==> config.mk <==
export PLATFORM = sky130hd
export DESIGN_NAME = hazard_controller
export DESIGN_NICKNAME = d
export VERILOG_FILES = /design/src/rtl/hazard_controller.sv
export SDC_FILE = /design/constraint.sdc
export NUM_CORES = 1
export LEC_CHECK = 0
export ABC_AREA = 1
export BUFFER_PORTS_ARGS = -buffer_cell sky130_fd_sc_hd__buf_2
export CAP_MARGIN = 20
export CORE_UTILIZATION = 44
export DETAILED_ROUTE_END_ITERATION = 6
export GPL_TIMING_DRIVEN = 0
export HOLD_SLACK_MARGIN = 0.15
export PLACE_DENSITY = 0.84
export SLEW_MARGIN = 20
export SYNTH_ARGS = -nofsm -noshare
export SYNTH_HDL_FRONTEND = slang
export SYNTH_SLANG_ARGS = --single-unit
==> constraint.sdc <==
create_clock -name clk -period 1.5 [get_ports clk]
set_input_delay 0.075 -clock clk [delete_from_list [all_inputs] [get_ports clk]]
set_output_delay 0.075 -clock clk [all_outputs]
set_load 0.005 [all_outputs]
==> src/rtl/hazard_controller.sv <==
// rtl/hazard_controller.sv - pipeline hazard controller: forwarding, stall/flush, multiply sequencing, stall counter
module hazard_controller #(
    parameter int REG_BITS    = 4,
    parameter int MUL_LATENCY = 3,
    parameter int CNT_WIDTH   = 16
) (
    input  logic                 clk,
    input  logic                 reset,
    input  logic [REG_BITS-1:0]  Ra1D,
    input  logic [REG_BITS-1:0]  Ra2D,
    input  logic [REG_BITS-1:0]  Ra1E,
    input  logic [REG_BITS-1:0]  Ra2E,
    input  logic [REG_BITS-1:0]  WA3E,
    input  logic [REG_BITS-1:0]  WA3M,
    input  logic [REG_BITS-1:0]  WA3W,
    input  logic                 RegWriteE,
    input  logic                 RegWriteM,
    input  logic                 RegWriteW,
    input  logic                 MemToRegE,
    input  logic                 PCSrcD,
    input  logic                 PCSrcE,
    input  logic                 PCSrcM,
    input  logic                 PCSrcW,
    input  logic                 BranchTakenE,
    input  logic                 MulE,
    output logic [1:0]           ForwardAE,
    output logic [1:0]           ForwardBE,
    output logic                 StallF,
    output logic                 StallD,
    output logic                 FlushD,
    output logic                 FlushE,
    output logic                 FlushM,
    output logic                 MulBusy,
    output logic [CNT_WIDTH-1:0] StallCount
);

    typedef enum logic {
        RUN      = 1'b0,
        MUL_BUSY = 1'b1
    } state_t;

    // A single-cycle multiply needs no sequencing, so the FSM stays in RUN.
    localparam bit         MUL_SEQ  = (MUL_LATENCY >= 2);
    localparam logic [3:0] MUL_INIT = MUL_SEQ ? 4'(MUL_LATENCY - 2) : 4'd0;

    state_t     state;
    logic [3:0] cnt;
    logic       mul_stall;
    logic       ldr_stall;
    logic       pc_wr_pend;

    function automatic logic [1:0] fwd_sel(input logic [REG_BITS-1:0] ra);
        if (RegWriteM && (ra == WA3M))
            return 2'b10;
        else if (RegWriteW && (ra == WA3W))
            return 2'b01;
        else
            return 2'b00;
    endfunction

    always_comb begin
        ldr_stall  = MemToRegE && RegWriteE && ((Ra1D == WA3E) || (Ra2D == WA3E));
        pc_wr_pend = PCSrcD || PCSrcE || PCSrcM;
    end

    always_comb begin
        mul_stall = 1'b0;
        case (state)
            RUN:      mul_stall = MUL_SEQ && MulE;
            MUL_BUSY: mul_stall = (cnt != 4'd0);
            default:  mul_stall = 1'b0;
        endcase
    end

    always_ff @(posedge clk) begin
        if (!reset) begin
            state <= RUN;
            cnt   <= 4'd0;
        end else begin
            case (state)
                RUN: begin
                    if (MUL_SEQ && MulE) begin
                        state <= MUL_BUSY;
                        cnt   <= MUL_INIT;
                    end
                end
                MUL_BUSY: begin
                    if (cnt == 4'd0)
                        state <= RUN;
                    else
                        cnt <= cnt - 4'd1;
                end
                default: begin
                    state <= RUN;
                    cnt   <= 4'd0;
                end
            endcase
        end
    end

    // While the multiply is stalling, Execute holds via its enable, so only M gets a bubble.
    always_comb begin
        ForwardAE = 2'b00;
        ForwardBE = 2'b00;
        StallF    = 1'b0;
        StallD    = 1'b0;
        FlushD    = 1'b1;
        FlushE    = 1'b1;
        FlushM    = 1'b1;
        MulBusy   = 1'b0;
        if (reset) begin
            ForwardAE = fwd_sel(Ra1E);
            ForwardBE = fwd_sel(Ra2E);
            MulBusy   = (state == MUL_BUSY);
            if (mul_stall) begin
                StallF = 1'b1;
                StallD = 1'b1;
                FlushD = 1'b0;
                FlushE = 1'b0;
                FlushM = 1'b1;
            end else begin
                StallF = ldr_stall || pc_wr_pend;
                StallD = ldr_stall;
                FlushD = pc_wr_pend || PCSrcW || BranchTakenE;
                FlushE = ldr_stall || BranchTakenE;
                FlushM = 1'b0;
            end
        end
    end

    always_ff @(posedge clk) begin
        if (!reset)
            StallCount <= '0;
        else if (StallF && (StallCount != '1))
            StallCount <= StallCount + 1'b1;
    end

endmodule
Word-level counts from Yosys, hierarchy flattened
Index checks and enable logic that the tools add are counted.
{ "word_totals": {"regBits": 21, "inputBits": 40, "out_inout_bits": 26, "elab_cells": 56} }
{ "classes": {"add_sub_neg": 2, "eq_ne": 9, "muxes": 24, "bitwise": 1, "reduce_logical": 17} }
{ "ops": {"columns": ["op", "n"], "rows": [
  ["4-bit == test", 6],
  ["16-bit by 1-bit adder with 16-bit output (second input constant)", 1],
  ["16-bit inequality test (second input constant)", 1],
  ["1-bit two-way mux", 15],
  ["2-bit two-way mux", 4],
  ["4-bit two-way mux", 2],
  ["4-bit case mux with 2 select lines", 1],
  ["1-bit logical AND", 7],
  ["1-bit logical OR", 7],
  ["4-bit logical NOT", 1],
  ["2-bit inequality test (second input constant)", 2],
  ["1-bit case mux with 2 select lines", 2],
  ["4-bit nonzero test", 1],
  ["4-bit by 1-bit subtractor with 4-bit output (second input constant)", 1],
  ["2-bit AND reduction", 1],
  ["1-bit NOT", 1]
]} }

Longest topological paths before layout
Gate-level depths: netlist (run 1).
{ "logic_depth": {"depth_word": 7, "depth_mapped": 13, "mapped_depth_nobuf": 12} }

Worst setup path before layout (run 1)
No wires, ideal clock.
{ "synth_timing": {"path_kind": "register -> register", "startpoint": "reg StallCount[0]", "endpoint": "reg StallCount[8]", "setup_time_ns": 0.115, "t_arrival_ns": 1.493, "required_time_ns": 1.385, "path_slack_ns": -0.108, "path_stages_with_launch": 12, "n_path_buf": 1, "period_less_slack_ns": 1.608, "cell_sequence": "dfxtp_1 ha_1 nand2_2 nor2_4 nand2_2 nor2_4 nand3_2 buf_6 nand4_1 inv_2 a21oi_1 nor2_1"} }
{ "synth_between": {"elab_chain_cells": 2, "word_cells_on_any_way": 3, "cone_classes": "add/sub: 1; eq/ne: 1; reduce/logical: 1"} }
{ "synth_lines": {"columns": ["item", "line", "text"], "rows": [
  ["from (decl)", "34", "output logic [CNT_WIDTH-1:0] StallCount"],
  ["from (signal assigned)", "135", "StallCount <= StallCount + 1'b1;"],
  ["branches (longest 2 deep; another with 16-bit by 1-bit adder with 16-bit output)", null, null]
]} }
Several ways; the timed one is not identified.
A chain may end at the register's enable or synchronous reset.

Worst setup path after layout (run 1)
Ends and elaborated chain as after synthesis.

==> impl_metrics.env, run 1 <==
export IMPL_row_count=22
export IMPL_grt_pass1_wl_mm=8.78
export IMPL_ys_ff_latch=21
export IMPL_yosysMostFrequentCell="nand2_1"
export IMPL_slew_headroom_pct=58.4
export IMPL_finalSetupTns_ps=-1490
export IMPL_ys_warnings_count=0
export IMPL_fin_ws_ps=-125
export IMPL_route_detailed_wl_per_inst_um=12.4
export IMPL_placedCellCount=400
export IMPL_synth_area_sq_um=1680
export IMPL_busiest_layer="met2"
export IMPL_seq_area_sq_um=433
export IMPL_wirelength_mm=5.32
export IMPL_cp_max_fo=5
export IMPL_finalHoldViolCount=0
export IMPL_synth_edf_count=0
export IMPL_vias=2205
export IMPL_htree_levels=1
export IMPL_io_pins=66
export IMPL_antenna_cells=0
export IMPL_rsz0062_at_grt="yes"
export IMPL_synth_seq_area_share_pct=25.0
export IMPL_endpoint_kind="register"
export IMPL_p_per_area_nw_per_um2=607
export IMPL_grt_util_met3_pct=3.93
export IMPL_use_met2_pct=49.7
export IMPL_setup_viol=21
export IMPL_maxCapViolCount=0
export IMPL_yosys_most_used_dff="dfxtp_1"
export IMPL_port_buffers=65
export IMPL_pre_cts_ws_ps=-214
export IMPL_arrival_ps=1790
export IMPL_first_global_vias=2075
export IMPL_cts_root_buffer="clkbuf_8"
export IMPL_fin_nets=424
export IMPL_antenna_found_initial=0
export IMPL_crit_required_ps=1660
export IMPL_whs_ps=257
export IMPL_coreArea_sq_um=3660
export IMPL_min_period_ps=1630
export IMPL_vdd_drop_max_mv=0.358
export IMPL_drcViolationCount=0
export IMPL_finalNonFillerCells=428
export IMPL_maxSlewViolCount=0
export IMPL_worst_slew_pin_slew_ps=619
export IMPL_power_leakage_nw=1.34
export IMPL_grt_max_degree=13
export IMPL_postSynthCellCount=287
export IMPL_first_pass_iters=4
export IMPL_cts_buffers=3
export IMPL_dp_hpwl_mm=3.30
export IMPL_violations="setup timing"
export IMPL_fin_crit_sh_pct=108
export IMPL_synth_commonest_cells="82 x nand2_1, 56 x inv_1, 32 x nor2_1"
export IMPL_ys_types=30
export IMPL_track_usage_pct=27.1
export IMPL_multi_input_area_sq_um=1210
export IMPL_clk_pin_slew_ps=80
export IMPL_ys_top_cells_by_area="dfxtp_1 25%, nand2_1 18%, inv_1 13%, nor2_1 7.1%, nand3_1 5.7%"
export IMPL_timing_fmax_mhz=615
export IMPL_startpoint_type="register"
export IMPL_drt_iter0_markers=151
export IMPL_r2r_slack_ps=-130
export IMPL_syn_nets=330
export IMPL_fin_skew_ps=0.921
export IMPL_cts_sinks=21
export IMPL_dieWidth_um=63.8
export IMPL_hold_class="in2reg"
export IMPL_drive_above_1_share_pct=40.8
export IMPL_cts_tree="yes"
export IMPL_async_flop_share_pct=0
export IMPL_yosys_area_top_type_share_pct=25.0
export IMPL_synth_top_area_cell="dfxtp_1"
export IMPL_worstSkewPairLatency_ps=260
export IMPL_route_antenna_remaining_nets=0
export IMPL_crit_type="reg2reg"
export IMPL_start_util_pct=45.9
export IMPL_clock_path_buffers=2
export IMPL_place_congestion=0.839
export IMPL_syn_avg_cell_area_sq_um=5.86
export IMPL_fillers=286
export IMPL_vias_per_cell=5.15
export IMPL_die_y_um=63.8
export IMPL_syn2layout_area_growth_pct=51.9
export IMPL_status="finished with violations"
export IMPL_grt_ovfl_total=0
export IMPL_grt_use_met1_pct=30.9
export IMPL_dieArea_sq_um=4070
## per-layer routing
metal	routed length [um]	vias to the layer above
li1	-	1101
met1	2090	995
met2	2820	95
met3	293	14
met4	116	0
met5	0	-
## cells in the final DEF (no fill, tap or decap), drive strengths merged
| master | netlist | layout |
|---|---|---|
| buf | 5 | 93 |
| nand2 | 84 | 84 |
| inv | 57 | 57 |
| nor2 | 34 | 34 |
| nand3 | 24 | 24 |
| dfxtp | 21 | 21 |
| a21oi | 15 | 15 |
| nor3 | 8 | 8 |
| nand4 | 8 | 8 |
| o21ai | 6 | 6 |
| xnor2 | 4 | 4 |
| clkbuf | 1 | 4 |
| a221oi | 3 | 3 |
| o22ai | 3 | 3 |
| nor4 | 3 | 3 |
| ha | 3 | 3 |
| nand3b | 2 | 2 |
| o21bai | 1 | 1 |
| o2bb2ai | 1 | 1 |
| or2 | 1 | 1 |
| nor3b | 1 | 1 |
| a31oi | 1 | 1 |
| o32ai | 1 | 1 |
| clkinv | 0 | 1 |
| dlygate4sd3 | 0 | 1 |
## final timing paths
| path | depth (start not counted) | start | endpoint |
|---|---|---|---|
| max reg2reg | 11 | StallCount[0] | StallCount[8] |
| min | 3 | reset | cnt[1] |
| min reg2reg | 2 | StallCount[6] | StallCount[6] |
| max | 11 | StallCount[0] | StallCount[8] |
## critical path, cell delays in order (launching register included)
cell and delay (ps):
dfxtp_4 370, ha_4 150, nand2_4 50, nor2_4 130
nand2_4 90, nor2_4 140, nand3_4 100, buf_6 160
nand4_1 100, inv_2 60, a21oi_2 120, nor2_1 60
## through the flow
step	cell area (sq um)	power, mW	utilization [%]
floorplan	1700	0.854	-
CTS	2440	1.50	66.7
detailed placement	2090	1.00	57.0
global route	2550	1.64	69.8
finish	2550	1.55	69.8
global placement	2090	0.988	57.0
## repair_timing
action                                  in CTS  in global routing
hold buffers                                 1                  0
pin swaps                                   20                 13
buffers inserted                            17                  4
gates resized for setup                     45                 24
endpoints found under the setup margin      21                 24
hold endpoints to repair                     1                  0
gates cloned                                 3                  0
## kinds of logic after synthesis
kind of cell               after synthesis  synth area share [%]
AOI/OAI and AO/OA                       31                  11.0
and+or+nand+nor                        165                  44.3
DFF                                     21                  25.0
adders and majority gates                3                  2.23
buffers and inverters                   63                  15.3
xor gates and xnor gates                 4                  2.08
## registers in the layout, summed over array words and instances (netlist names)
signal,cells
cnt,4
StallCount,16
state,1
## where the power goes
part,switching [mW],internal [mW]
Sequential,0.0321,0.594
Combinational,0.273,0.264
Clock,0.203,0.185
## final cells by class
| type | instances | share of cell area, % |
|---|---|---|
| plain buffers | 6 | 2.11 |
| clock buffers | 3 | 1.62 |
| clock inverters | 1 | 0.196 |
| inverters | 57 | 8.48 |
| multi-input cells | 203 | 47.5 |
| flip-flops and latches | 21 | 17.0 |
| well taps | 48 | 2.35 |
| repair buffers | 89 | 20.8 |
Note: power is estimated with default switching activity, not from simulation.
==> inputs of run 2 (changes only) <==
Settings changed: CORE_UTILIZATION 44 to 31, PLACE_DENSITY 0.84 to 0.65.
==> run 2 against run 1 <==
Net effect: the flow still finishes with violations (setup timing); critical path depth did not move; worst hold slack got worse by 16 ps; sequential power hardly changed; via count down 5.8%; largest cell class unchanged; worst setup slack better by 39 ps; fmax increased by 2.5%; critical endpoint is now StallCount[10]; combinational power is 0.7% lower; count of clock-buffer cells in the layout is the same; cell count grew 4.7%; non-clock buffer count shrank 2; global-route usage shrank 9.3 points; flip-flop and latch count unchanged; highest routed layer unchanged.
==> impl_metrics.env, run 2 (synthesis gave the netlist of run 1 again) <==
export IMPL_pwr_share_comb_pct=34.5
export IMPL_grt_max_degree=13
export IMPL_cp_top_family="simple AND/OR/NAND/NOR gates"
export IMPL_endpoint_kind="register"
export IMPL_cts_buffers=3
export IMPL_min_period_ps=1590
export IMPL_rsz0062_at_grt="yes"
export IMPL_dp_hpwl_mm=3.36
export IMPL_p_sw_mw=0.498
export IMPL_crit_required_ps=1700
export IMPL_worst_slew_pin_slew_ps=658
export IMPL_startpoint="cnt[0]"
export IMPL_setup_worst_path_end="StallCount[10]"
export IMPL_track_usage_pct=17.8
export IMPL_placed_area_sq_um=2120
export IMPL_fillers=506
export IMPL_start_util_pct=32.5
export IMPL_p_int_mw=1.05
export IMPL_largest_register_ffs=16
export IMPL_cp_num_buf_inv=3
export IMPL_syn2layout_area_growth_pct=53.8
export IMPL_wirelength_mm=4.94
export IMPL_finalHoldViolCount=0
export IMPL_die_y_um=75.7
export IMPL_crit_slowest_cell="dfxtp_2"
export IMPL_vias=2077
export IMPL_first_pass_iters=4
export IMPL_cts_root_buffer="clkbuf_8"
export IMPL_clock_power_share_pct=25.0
export IMPL_fin_nets=422
export IMPL_top_register="StallCount"
export IMPL_violations="setup timing"
export IMPL_fin_area_sq_um=2590
export IMPL_cpPeakStageDelay_ps=330
export IMPL_antenna_cells=0
export IMPL_vdd_drop_max_mv=0.402
export IMPL_clk_pin_slew_ps=80
export IMPL_setup_viol=19
export IMPL_htree_levels=1
export IMPL_cts_sinks=21
export IMPL_cp_max_fo=6
export IMPL_clock_path_buffers=2
export IMPL_multi_input_area_sq_um=1200
export IMPL_seq_area_sq_um=434
export IMPL_io_pins=66
export IMPL_whs_ps=241
export IMPL_status="finished with violations"
export IMPL_route_detailed_wl_per_inst_um=11.0
export IMPL_fin_skew_ps=6.31
export IMPL_maxCapViolCount=0
export IMPL_maxSlewViolCount=0
export IMPL_arrival_ps=1790
export IMPL_grt_pass1_wl_mm=7.87
export IMPL_reg2reg_depth=11
export IMPL_route_antenna_remaining_nets=0
export IMPL_r2r_slack_ps=-90
export IMPL_crit_type="reg2reg"
export IMPL_drcViolationCount=0
export IMPL_timing_fmax_mhz=630
export IMPL_dieWidth_um=75.7
export IMPL_startpoint_type="register"
export IMPL_pre_cts_ws_ps=-196
export IMPL_mostFrequentLayoutCells="75 x nand2_1, 64 x buf_2, 51 x inv_1"
export IMPL_slew_headroom_pct=55.8
export IMPL_port_buffers=65
export IMPL_first_global_vias=1814
export IMPL_cp_depth=11
export IMPL_vias_per_cell=4.64
export IMPL_fin_crit_sh_pct=106
export IMPL_hold_class="in2reg"
export IMPL_grt_ovfl_total=0
export IMPL_dieArea_sq_um=5720
export IMPL_reg_top3="StallCount: 16 flops, cnt: 4 flops, state: 1 flops"
export IMPL_p_per_area_nw_per_um2=597
export IMPL_seqPwrFrac_pct=40.5
export IMPL_finalNonFillerCells=448
export IMPL_reg2reg_from="cnt[0]"
export IMPL_fin_ws_ps=-86.5
export IMPL_mostFrequentLayoutCell="nand2_1"
export IMPL_antenna_found_initial=0
export IMPL_place_congestion=0.862
export IMPL_cts_tree="yes"
export IMPL_coreArea_sq_um=5170
export IMPL_drive_above_1_share_pct=40.5
export IMPL_timing_rr_end="StallCount[10]"
export IMPL_placedCellCount=422
export IMPL_row_count=26
export IMPL_drt_iter0_markers=80
export IMPL_cp_cell_sequence="inv_2, ha_4, nand2_2, o21ai_2, nand2_2, inv_2, nand3_4, buf_8, nand3_2, nand2_1, a21oi_2"
export IMPL_power_leakage_nw=1.34
export IMPL_switching_share_pct=32.2
export IMPL_worstSkewPairLatency_ps=270
run 2: what timing repair did:
| item | 4_1_cts | 5_1_grt |
|---|---|---|
| setup endpoints to repair | 21 | 24 |
| gates resized for setup | 43 | 23 |
| setup buffers | 17 | 1 |
| endpoints found under the hold margin | 2 | 0 |
| cloned | 3 | 0 |
| hold buffers | 1 | 0 |
| pin swaps | 18 | 12 |
run 2: per-stage QoR:
stage / power [mW] / util, % / setup TNS, ps
final: 1.54 / 50.0 / -971
after detailed placement: 1.01 / 40.9 / -2750
after global routing: 1.66 / 50.0 / -2820
after floorplan: 0.854 / - / 0
after CTS: 1.52 / 48.1 / -752
after global placement: 0.996 / 40.9 / -2580
run 2: worst min path at each step:
stage / from / end / depth (start not counted)
6_report: reset / state / 4
5_1_grt: reset / state / 4
4_1_cts: reset / state / 4
3_5_place_dp: MulE / cnt[3] / 4
3_3_place_gp: MulE / cnt[2] / 4
2_1_floorplan: reset / state / 2
run 2: layer usage:
layer  vias up  track usage [%]  wire (um)
met4         0             5.97         73
met3         8             2.91        272
met5         -                0          0
met2        62             31.6       2400
met1       913             21.6       2190
li1       1094                -          -
run 2: layout make-up:
| type | count | share of cell area (%) |
|---|---|---|
| repair buffers | 87 | 21.0 |
| inverters | 57 | 8.37 |
| plain buffers | 6 | 2.37 |
| clock inverters | 1 | 0.194 |
| multi-input cells | 203 | 46.3 |
| well taps | 70 | 3.39 |
| clock buffers | 3 | 1.60 |
| flip-flops and latches | 21 | 16.8 |
run 2: power groups by stage:
stage               Combinational (mW)  Sequential, mW  Clock (mW)
floorplan                        0.221           0.632           0
global placement                 0.360           0.637           0
detailed placement               0.370           0.637           0
CTS                              0.497           0.624       0.400
global route                     0.596           0.630       0.437
finish                           0.532           0.625       0.386
run 2: worst register-to-register path, delay by kind of cell, from the launching register on:
family	cells	cell delay, ps
compound gates	2	270
flops	1	330
simple gates	5	410
fa+ha+maj	1	130
buf+inv	3	380
